$ cat config.mk
export PLATFORM = sky130hd
export DESIGN_NAME = decodificador_prioridade_seq
export DESIGN_NICKNAME = d
export VERILOG_FILES = /design/src/rtl/decodificador_prioridade_seq.sv
export SDC_FILE = /design/constraint.sdc
export NUM_CORES = 1
export LEC_CHECK = 0
export CAP_MARGIN = 20
export CORE_MARGIN = 3
export CORE_UTILIZATION = 38
export CTS_CLUSTER_SIZE = 10
export DETAILED_ROUTE_END_ITERATION = 8
export GPL_ROUTABILITY_DRIVEN = 1
export PLACE_DENSITY = 0.72
export RECOVER_POWER = 100
export SLEW_MARGIN = 5
export SYNTH_ARGS = -nofsm -noshare
export SYNTH_HDL_FRONTEND = slang
export SYNTH_SLANG_ARGS = --single-unit
$ cat constraint.sdc
create_clock -name clk -period 1.65 [get_ports clk]
set_clock_uncertainty 0.05 [all_clocks]
set_input_delay 0.33 -clock clk [delete_from_list [all_inputs] [get_ports clk]]
set_output_delay 0.33 -clock clk [all_outputs]
set_load 0.03 [all_outputs]
$ cat src/rtl/decodificador_prioridade_seq.sv
// decodificador_prioridade_seq
// Sequential 4-to-16 one-hot decoder with a valid/ready input handshake.
// An accepted non-zero code k drives out[k] for HOLD_CYCLES cycles. A guard
// gap of GAP_CYCLES idle cycles follows. Normal completion gives a one-cycle
// done strobe.
//
// Ports:
//   clk          single clock, rising edge
//   rst_n        asynchronous active-low reset
//   code         priority code to decode (0 = no request)
//   valid_in     code is valid this cycle
//   ready_in     block can accept a code (IDLE only, decoded from state)
//   abort        synchronous cancel of the current pulse or gap
//   out          registered one-hot output, out[0] never driven
//   active_code  code currently being driven, 0 when idle
//   done         one-cycle strobe at normal pulse completion
module decodificador_prioridade_seq #(
    parameter int unsigned HOLD_CYCLES = 4,  // legal range 1..256
    parameter int unsigned GAP_CYCLES  = 1   // legal range 0..256
) (
    input  logic        clk,
    input  logic        rst_n,
    input  logic [3:0]  code,
    input  logic        valid_in,
    output logic        ready_in,
    input  logic        abort,
    output logic [15:0] out,
    output logic [3:0]  active_code,
    output logic        done
);

    typedef enum logic [1:0] {
        StIdle,
        StHold,
        StGap
    } state_e;

    localparam logic [7:0] HoldLoad = 8'(HOLD_CYCLES - 1);
    // Guarded so GAP_CYCLES = 0 does not underflow; the value is unused then.
    localparam logic [7:0] GapLoad  = (GAP_CYCLES == 0) ? 8'd0 : 8'(GAP_CYCLES - 1);

    state_e      state_q, state_d;
    logic [7:0]  cnt_q, cnt_d;
    logic [15:0] out_q, out_d;
    logic [3:0]  code_q, code_d;
    logic        done_q, done_d;

    always_comb begin
        state_d = state_q;
        cnt_d   = cnt_q;
        out_d   = out_q;
        code_d  = code_q;
        done_d  = 1'b0;

        if (abort) begin
            // Abort beats everything, including a same-cycle accept.
            state_d = StIdle;
            cnt_d   = 8'd0;
            out_d   = 16'h0000;
            code_d  = 4'd0;
        end else begin
            unique case (state_q)
                StIdle: begin
                    out_d  = 16'h0000;
                    code_d = 4'd0;
                    // Code 0 is accepted but discarded: stay idle.
                    if (valid_in && (code != 4'd0)) begin
                        out_d   = 16'b1 << code;
                        code_d  = code;
                        cnt_d   = HoldLoad;
                        state_d = StHold;
                    end
                end
                StHold: begin
                    if (cnt_q != 8'd0) begin
                        cnt_d = cnt_q - 8'd1;
                    end else begin
                        out_d  = 16'h0000;
                        code_d = 4'd0;
                        done_d = 1'b1;
                        if (GAP_CYCLES == 0) begin
                            state_d = StIdle;
                        end else begin
                            cnt_d   = GapLoad;
                            state_d = StGap;
                        end
                    end
                end
                StGap: begin
                    out_d = 16'h0000;
                    if (cnt_q != 8'd0) begin
                        cnt_d = cnt_q - 8'd1;
                    end else begin
                        state_d = StIdle;
                    end
                end
                default: begin
                    state_d = StIdle;
                    cnt_d   = 8'd0;
                    out_d   = 16'h0000;
                    code_d  = 4'd0;
                end
            endcase
        end
    end

    always_ff @(posedge clk or negedge rst_n) begin
        if (!rst_n) begin
            state_q <= StIdle;
            cnt_q   <= 8'd0;
            out_q   <= 16'h0000;
            code_q  <= 4'd0;
            done_q  <= 1'b0;
        end else begin
            state_q <= state_d;
            cnt_q   <= cnt_d;
            out_q   <= out_d;
            code_q  <= code_d;
            done_q  <= done_d;
        end
    end

    // Decoded from the state register only, so it follows rst_n immediately.
    assign ready_in    = (state_q == StIdle);
    assign out         = out_q;
    assign active_code = code_q;
    assign done        = done_q;

endmodule

## Word level (Yosys, flattened, before mapping)

Index checks and enable logic that the tools add are counted.

- Register bits after elaboration: 31
- Input port bits: 8
- Output and inout port bits: 22
- Word-level logic and storage cells: 42

- Add/sub/neg operators: 1
- Equal/unequal tests: 7
- Shifts and indexed selects: 1
- Mux-type cells: 21
- Reductions and logical operators: 7

Operator list:

| kind | number |
|---|---|
| $mux 16 | 3 |
| $mux 8 | 4 |
| $pmux 16 s2 | 1 |
| $pmux 8 s3 | 1 |
| $shl 1x4->16 const A | 1 |
| $mux 4 | 3 |
| $pmux 4 s3 | 1 |
| $ne 3x3->1 const B | 3 |
| $mux 2 | 4 |
| $reduce_bool 8->1 | 1 |
| $sub 8x1->8 const B | 1 |
| $pmux 2 s3 | 1 |
| $reduce_and 2->1 | 2 |
| $reduce_bool 4->1 | 1 |
| $mux 1 | 3 |
| $ne 3x1->1 const B | 1 |
| $reduce_and 3->1 | 1 |
| $eq 2x1->1 const B | 1 |
| $eq 2x2->1 const B | 1 |
| $logic_not 2->1 | 1 |
| $ne 2x2->1 const B | 1 |
| $logic_and 1x1->1 | 1 |

## Longest topological paths before layout

Gate-level depths: netlist (run 1).

- Word-level depth: 5
- Gate-level depth with buffers: 7
- Gate-level depth less buffers: 6

## Least setup slack after synthesis (run 1)

No wires, ideal clock.

- Path kind: register to register
- Start point: register cnt_q[0]
- End point: register cnt_q[4]
- Library setup time: 121 ps
- Arrival: 1655 ps
- Required time: 1479 ps
- Slack: -176 ps
- Cell stages (with the launch flop): 7
- Path buffers: 0
- Period minus slack after synthesis: 1826 ps
- Path through: dfrtp_1 -> inv_1 -> ha_1 -> or3b_2 -> o21ai_4 -> a211oi_1 -> a22o_1

- Longest elaborated chain between the ends: 4
- Elaborated cells between the ends (all ways): 8
- Those cells by class: 1 x add/sub; 1 x eq/ne; 4 x mux; 2 x reduce/logical

Ends and longest elaborated chain:

| what | RTL line | text |
|---|---|---|
| from (decl) | 43 | `logic [7:0] cnt_q, cnt_d;` |
| from (signal assigned) | 116 | `cnt_q <= cnt_d;` |
| $sub 8x1->8 / $reduce_bool 8->1 (equally long branches) | n/a |  |
| $mux 8 (on tied branches) | 91, 75 |  |
| $pmux 8 s3 | 62 | `unique case (state_q)` |
| $mux 8 | 55 | `if (abort) begin` |

Parallel ways exist; a longest one is shown, timed or not. The select of a mux whose other input is x is not followed.
A chain may end at the register's enable or synchronous reset.

## Worst setup path after layout (run 1)

- Start point: register cnt_q[1]
- End point: register cnt_q[4]

Same word-level chain as after synthesis.

==> reports/qor.txt, run 1 <==
Cell area after synthesis = 0.00159 mm²
Clock slew at reported path FFs = 0.07 ns
Die area = 0.00499 mm²
Total global routing track utilization = 20.2%
Clk pwr share = 21.6%
# Max-Cap Violations = 0
Total power = 3.65 mW
Pwr dens = 1350 mW/mm²
Start of the worst register-to-register path = cnt_q[1]$_DFFE_PN0P_
WHS Endpoint = state_q[1]$_DFFE_PN0P_
Hold path startpoint = abort
Initial Utilization = 41.2%
Status = finished, violations left
Family with the most delay on the worst path = compound AO/OA/AOI/OAI gates
Violated checks = setup timing
Via count = 1635
Most frequent cells in the layout = buf_4, dfrtp_1, dlygate4sd2_1
Met1 Use GR = 22.6%
Syn Inst Count = 154
Most used DFF post-synth = dfrtp_1
Min cycle time layout = 1.81 ns
Die H = 70.6 µm
Crit share post-route = 110%
Leakage Power = 1.31 nW
Detailed Place HPWL = 3.06 mm
CTS tree = done
Critical path launch point type = flop
Synth Net Count = 164
R2r setup slk = -0.16 ns
Post-route ant nets = 0
Critical Path Fanout Max = 8
Maximum clock insertion buffer count = 2
Yosys cell types = 46
Worst min-delay path category = input port to flop
Worst EP required = 1.77 ns
Unrepaired setup endpoints after global routing = true
Syn Area/Cell = 10.3 µm²
Core area = 0.00385 mm²
Largest net degree at the start of global routing = 32
PortBufs = 29
FP Rows = 22
Internal = 2.34 mW
Clock sinks = 31
Top Usage Layer GRT = met2
Final slew viol count = 0
First-pass GRT wire length = 7.83 mm
Switching power total = 1.31 mW
Die Width = 70.6 µm
R2r endpoint = cnt_q[4]$_DFFE_PN0P_
Clock root cell = clkbuf_8
Dpl cells = 258
N_diodes = 0
Crit path cell chain = inv_2, ha_4, or3b_4, o21ai_4, buf_12, a211oi_2, a22o_1
Iter 0 DRT Violations = 84
Final hold violations = 0
Seq pwr share = 26.4%
Top post-synthesis cells by area = dfrtp_1, nand2_1, o21ai_0
Synth area leader = dfrtp_1
Final #Nets = 249
Normalized max-slew margin = 45.9%
Post-Layout Cell Count = 288
DR WL/cell = 18.1 µm
Clk_lat worst skew = 0.29 ns
Reg2Reg Depth = 7
Critical Path End Type = flop
WHS Path Cells = 2
Vias in the first global route = 1610
CTS buffer count = 5
Maximum vdd drop = 0.000839 V
Initial antenna violation count = 0
Setup violations, final = 12
Remaining DRCs = 0
Synth top area share = 48.9%
Synth warn = 0
FMAX = 553 MHz
Combinational share of power = 51.9%
P&R area growth vs syn = 70.4%
Drt total wl = 5.21 mm
Switching share of power = 35.9%
CP max stage delay = 0.40 ns
IO Pins = 30
Async S/R FF share, synth = 100%
Kind of critical path = flop to flop
RePlAce Congestion = 0.813
H-tree depth = 2
Slew at the pin closest to its max-slew limit = 0.812 ns
Met3 usage in global routing = 5.40%
Vias per inst = 5.68
Synth Register Bits = 31
# fillers = 276
First-pass DRT Iterations = 5
Number of synthesized flops with an enable pin = 0
Total gr overflow = 0
WP data arrival = 1.93 ns
Register area share after synthesis = 48.9%
Crit path buf inv count = 2
Layout cells sized above 1 = 50.0%
PnR worst setup slack = -0.158 ns
Grt met2 use = 35.3%
Most common cell after layout, fill and taps aside = buf_4
Hold_buf cts = 0
Max stage delay cell, worst path = dfrtp_1
[timing repair]
action	4_1_cts	5_1_grt
resized for setup	56	46
gates cloned	1	1
setup buffers	14	6
setup endpoints to repair	45	30
pin swaps	16	14
[final cells by class]
cell class,count,area [µm²],area share [%]
Clock buffer,6,82.6,3.05
Clock inverter,2,35.0,1.29
Inverter,3,11.3,0.416
Multi-Input combinational cell,113,970,35.8
Sequential cell,31,781,28.8
Tap cell,48,60.1,2.22
Timing Repair Buffer,85,767,28.3
[worst max path at each step]
stage,from,to,slack [ns],cells past startpoint
2_1_floorplan,cnt_q[0]$_DFFE_PN0P_,cnt_q[1]$_DFFE_PN0P_,-0.06,6
3_3_place_gp,code[3],cnt_q[1]$_DFFE_PN0P_,-0.47,5
3_5_place_dp,code[3],cnt_q[1]$_DFFE_PN0P_,-0.52,5
4_1_cts,cnt_q[1]$_DFFE_PN0P_,cnt_q[1]$_DFFE_PN0P_,-0.10,7
5_1_grt,cnt_q[0]$_DFFE_PN0P_,cnt_q[6]$_DFFE_PN0P_,-0.22,7
6_report,cnt_q[1]$_DFFE_PN0P_,cnt_q[4]$_DFFE_PN0P_,-0.16,7
[worst register-to-register path, cell delays in order, from the launching register on]
cell,delay (ns)
dfrtp_1,0.40
inv_2,0.09
ha_4,0.15
or3b_4,0.40
o21ai_4,0.16
buf_12,0.15
a211oi_2,0.07
a22o_1,0.22
[metrics by stage]
| step | TNS [ns] | cell area (µm²) | setup WS, ns | hold WS [ns] | utilization (%) |
|---|---|---|---|---|---|
| 6_report | -1.03 | 2710 | -0.158 | 0.385 | 70.2 |
| 5_1_grt | -2.20 | 2710 | -0.220 | 0.411 | 70.2 |
| 4_1_cts | -0.455 | 2550 | -0.101 | 0.367 | 66.1 |
| 3_5_place_dp | -8.77 | 2170 | -0.520 | 0.423 | 56.3 |
| 3_3_place_gp | -7.55 | 2170 | -0.465 | 0.412 | 56.3 |
| 2_1_floorplan | -0.170 | 1620 | -0.0571 | -0.0156 | - |
[state kept, by name (all words and copies together) (netlist names)]
| register | flops |
|---|---|
| active_code | 4 |
| cnt_q | 8 |
| done | 1 |
| out | 16 |
| state_q | 2 |
[layer usage]
metal  share of wire (%)  wire length (µm)
met4                 3.5               181
met2                  51              2660
met5                   0                 0
met1                  40              2090
met3                 5.4               281
[power by group through the flow]
stage                     Clock, mW  Sequential, mW  Combinational [mW]
after detailed placement          0           0.964                1.26
after global placement            0           0.958                1.22
after CTS                     0.788           0.958                1.67
after floorplan                   0           0.980               0.773
after global routing          0.826           0.975                2.00
final                         0.789           0.965                1.90
[synth_stat cells (2+ instances only)]
cell type,n
o21bai_1,4
mux2i_1,4
nand3b_1,3
nand2b_1,3
nand3_1,2
a21o_1,3
a211oi_1,2
o31ai_1,3
nor2_1,9
buf_2,5
ha_1,2
a22o_1,5
dfrtp_1,31
o21ai_0,16
nand2_1,24
a21oi_1,4
inv_1,3
buf_6,2
a2bb2oi_1,2
[cells by family (layout without fill, tap and decap cells)]
| kind of cell | Yosys count | in the layout | share of synthesized area (%) |
|---|---|---|---|
| AOI/OAI and AO/OA | 51 | 51 | 23.7 |
| adders and majority gates | 2 | 2 | 1.58 |
| buffers and inverters | 10 | 96 | 3.70 |
| DFF | 31 | 31 | 48.9 |
| muxes | 4 | 4 | 2.52 |
| and+or+nand+nor | 56 | 56 | 19.6 |
Power figures use the tool's default switching activity.
==> run 2, diff against run 1 <==
--- a/config.mk
+++ b/config.mk
@@ -6,7 +6,7 @@
 export NUM_CORES = 1
 export LEC_CHECK = 0
 export CAP_MARGIN = 20
-export CORE_MARGIN = 3
+export CORE_MARGIN = 4
 export CORE_UTILIZATION = 38
 export CTS_CLUSTER_SIZE = 10
 export DETAILED_ROUTE_END_ITERATION = 8
==> run 2 against run 1 <==
Compared with the run above: the flow still finishes with violations (setup timing); register-to-register slack hardly changed; cell count fell by 2.1%; first-iteration DRC count grew 1.2%; highest routed layer unchanged.
==> reports/qor.txt, run 2 (synthesized netlist as in run 1, its figures left out) <==
Leakage Power = 1.21 nW
Worst EP required = 1.81 ns
Setup violations, final = 10
Pre-CTS WS = -0.453 ns
Final slew viol count = 0
Critical path launch point type = flop
Die H = 72.6 µm
Iter 0 DRT Violations = 85
Status = finished, violations left
Hold Slack = 0.424 ns
Hold_buf cts = 0
Core area = 0.00403 mm²
Largest net degree at the start of global routing = 32
Slew at the pin closest to its max-slew limit = 0.765 ns
Post-Layout Cell Count = 282
Max FFs per register = 16
P&R area growth vs syn = 57.8%
Clock sinks = 31
FP Rows = 23
Vias per inst = 5.40
Routed met2 length = 2.35 mm
Initial Utilization = 39.4%
Via count = 1524
Layout cells sized above 1 = 39.2%
# Max-Cap Violations = 0
First-pass GRT wire length = 7.24 mm
Clock slew at reported path FFs = 0.07 ns
Total global routing track utilization = 17.7%
Pwr dens = 1330 mW/mm²
Final hold violations = 0
Normalized max-slew margin = 49.0%
Vias in the first global route = 1579
Most common cell after layout, fill and taps aside = buf_4
Clk_lat worst skew = 0.29 ns
PnR worst setup slack = -0.158 ns
Crit share post-route = 110%
Final #Nets = 241
Dpl cells = 260
CTS tree = done
Final core utilization = 62.2%
Hold path startpoint = out[5]$_DFFE_PN0P_
Maximum vdd drop = 0.000856 V
Total gr overflow = 0
Critical Path Fanout Max = 5
Total power = 3.34 mW
RePlAce Congestion = 0.903
Clock root cell = clkbuf_8
Post-route ant nets = 0
PortBufs = 29
Start of the worst register-to-register path = cnt_q[4]$_DFFE_PN0P_
Kind of critical path = flop to flop
N_diodes = 0
Worst setup startpoint = cnt_q[4]$_DFFE_PN0P_
Worst min-delay path category = flop to flop
Die Width = 72.6 µm
Met3 WL post-DR = 250 µm
CTS buffer count = 5
Violated checks = setup timing
Die area = 0.00528 mm²
DR WL/cell = 16.4 µm
Critical Path End Type = flop
Initial antenna violation count = 0
M1 wire length = 1.92 mm
Most frequent cells in the layout = buf_4, dfrtp_1, dlygate4sd2_1
First-pass DRT Iterations = 4
FMAX = 553 MHz
WP data arrival = 1.97 ns
IO Pins = 30
Min cycle time layout = 1.81 ns
Remaining DRCs = 0
Unrepaired setup endpoints after global routing = true
Maximum clock insertion buffer count = 2
Drt total wl = 4.61 mm
Detailed Place HPWL = 3.11 mm
Highest routed layer = met4
H-tree depth = 2
==> run 2: final timing paths <==
kind	cells past startpoint	end	slack [ns]
worst max-delay path	4	cnt_q[2]$_DFFE_PN0P_	-0.16
worst min-delay path	2	out[5]$_DFFE_PN0P_	0.42
worst max register to register	4	cnt_q[2]$_DFFE_PN0P_	-0.16
worst min register to register	2	out[5]$_DFFE_PN0P_	0.42
max in group asynchronous	2	state_q[0]$_DFFE_PN0P_	0.42
min in group asynchronous	2	cnt_q[0]$_DFFE_PN0P_	0.59
==> run 2: area by class of cell <==
type,count,area (µm²)
fill,319,1520
clock buffer,6,82.6
multi-input combinational,114,902
sequential,31,779
tap,50,62.6
clock inverter,2,35.0
inverter,3,11.3
timing repair buffer,76,632
==> run 2: stage by stage <==
step	setup TNS [ns]	instance area (µm²)
detailed placement	-8.31	2170
global route	-2.10	2500
CTS	-0.710	2390
global placement	-7.20	2170
finish	-0.976	2500
floorplan	-0.170	1620
==> run 2: timing repair <==
action,CTS,global route
pin swaps,16,11
cloned,1,1
resized for setup,40,21
setup endpoints to repair,48,24
buffers inserted,7,5
==> run 2: power by group <==
group          internal (mW)  switching (mW)
sequential             0.851          0.0998
clock                  0.488           0.286
combinational          0.835           0.782
==> run 2: critical path, stage by stage, from the launching register on <==
cell and delay, ns:
dfrtp_2 0.44, or4_4 0.57, o211ai_1 0.37, nand3_1 0.16
a21oi_2 0.14
==> run 2: metal layers <==
metal	up-vias	GRT usage (%)
li1	719	-
met1	748	20.2
met2	45	31.5
met3	12	5.65
met4	0	5.33
met5	-	0
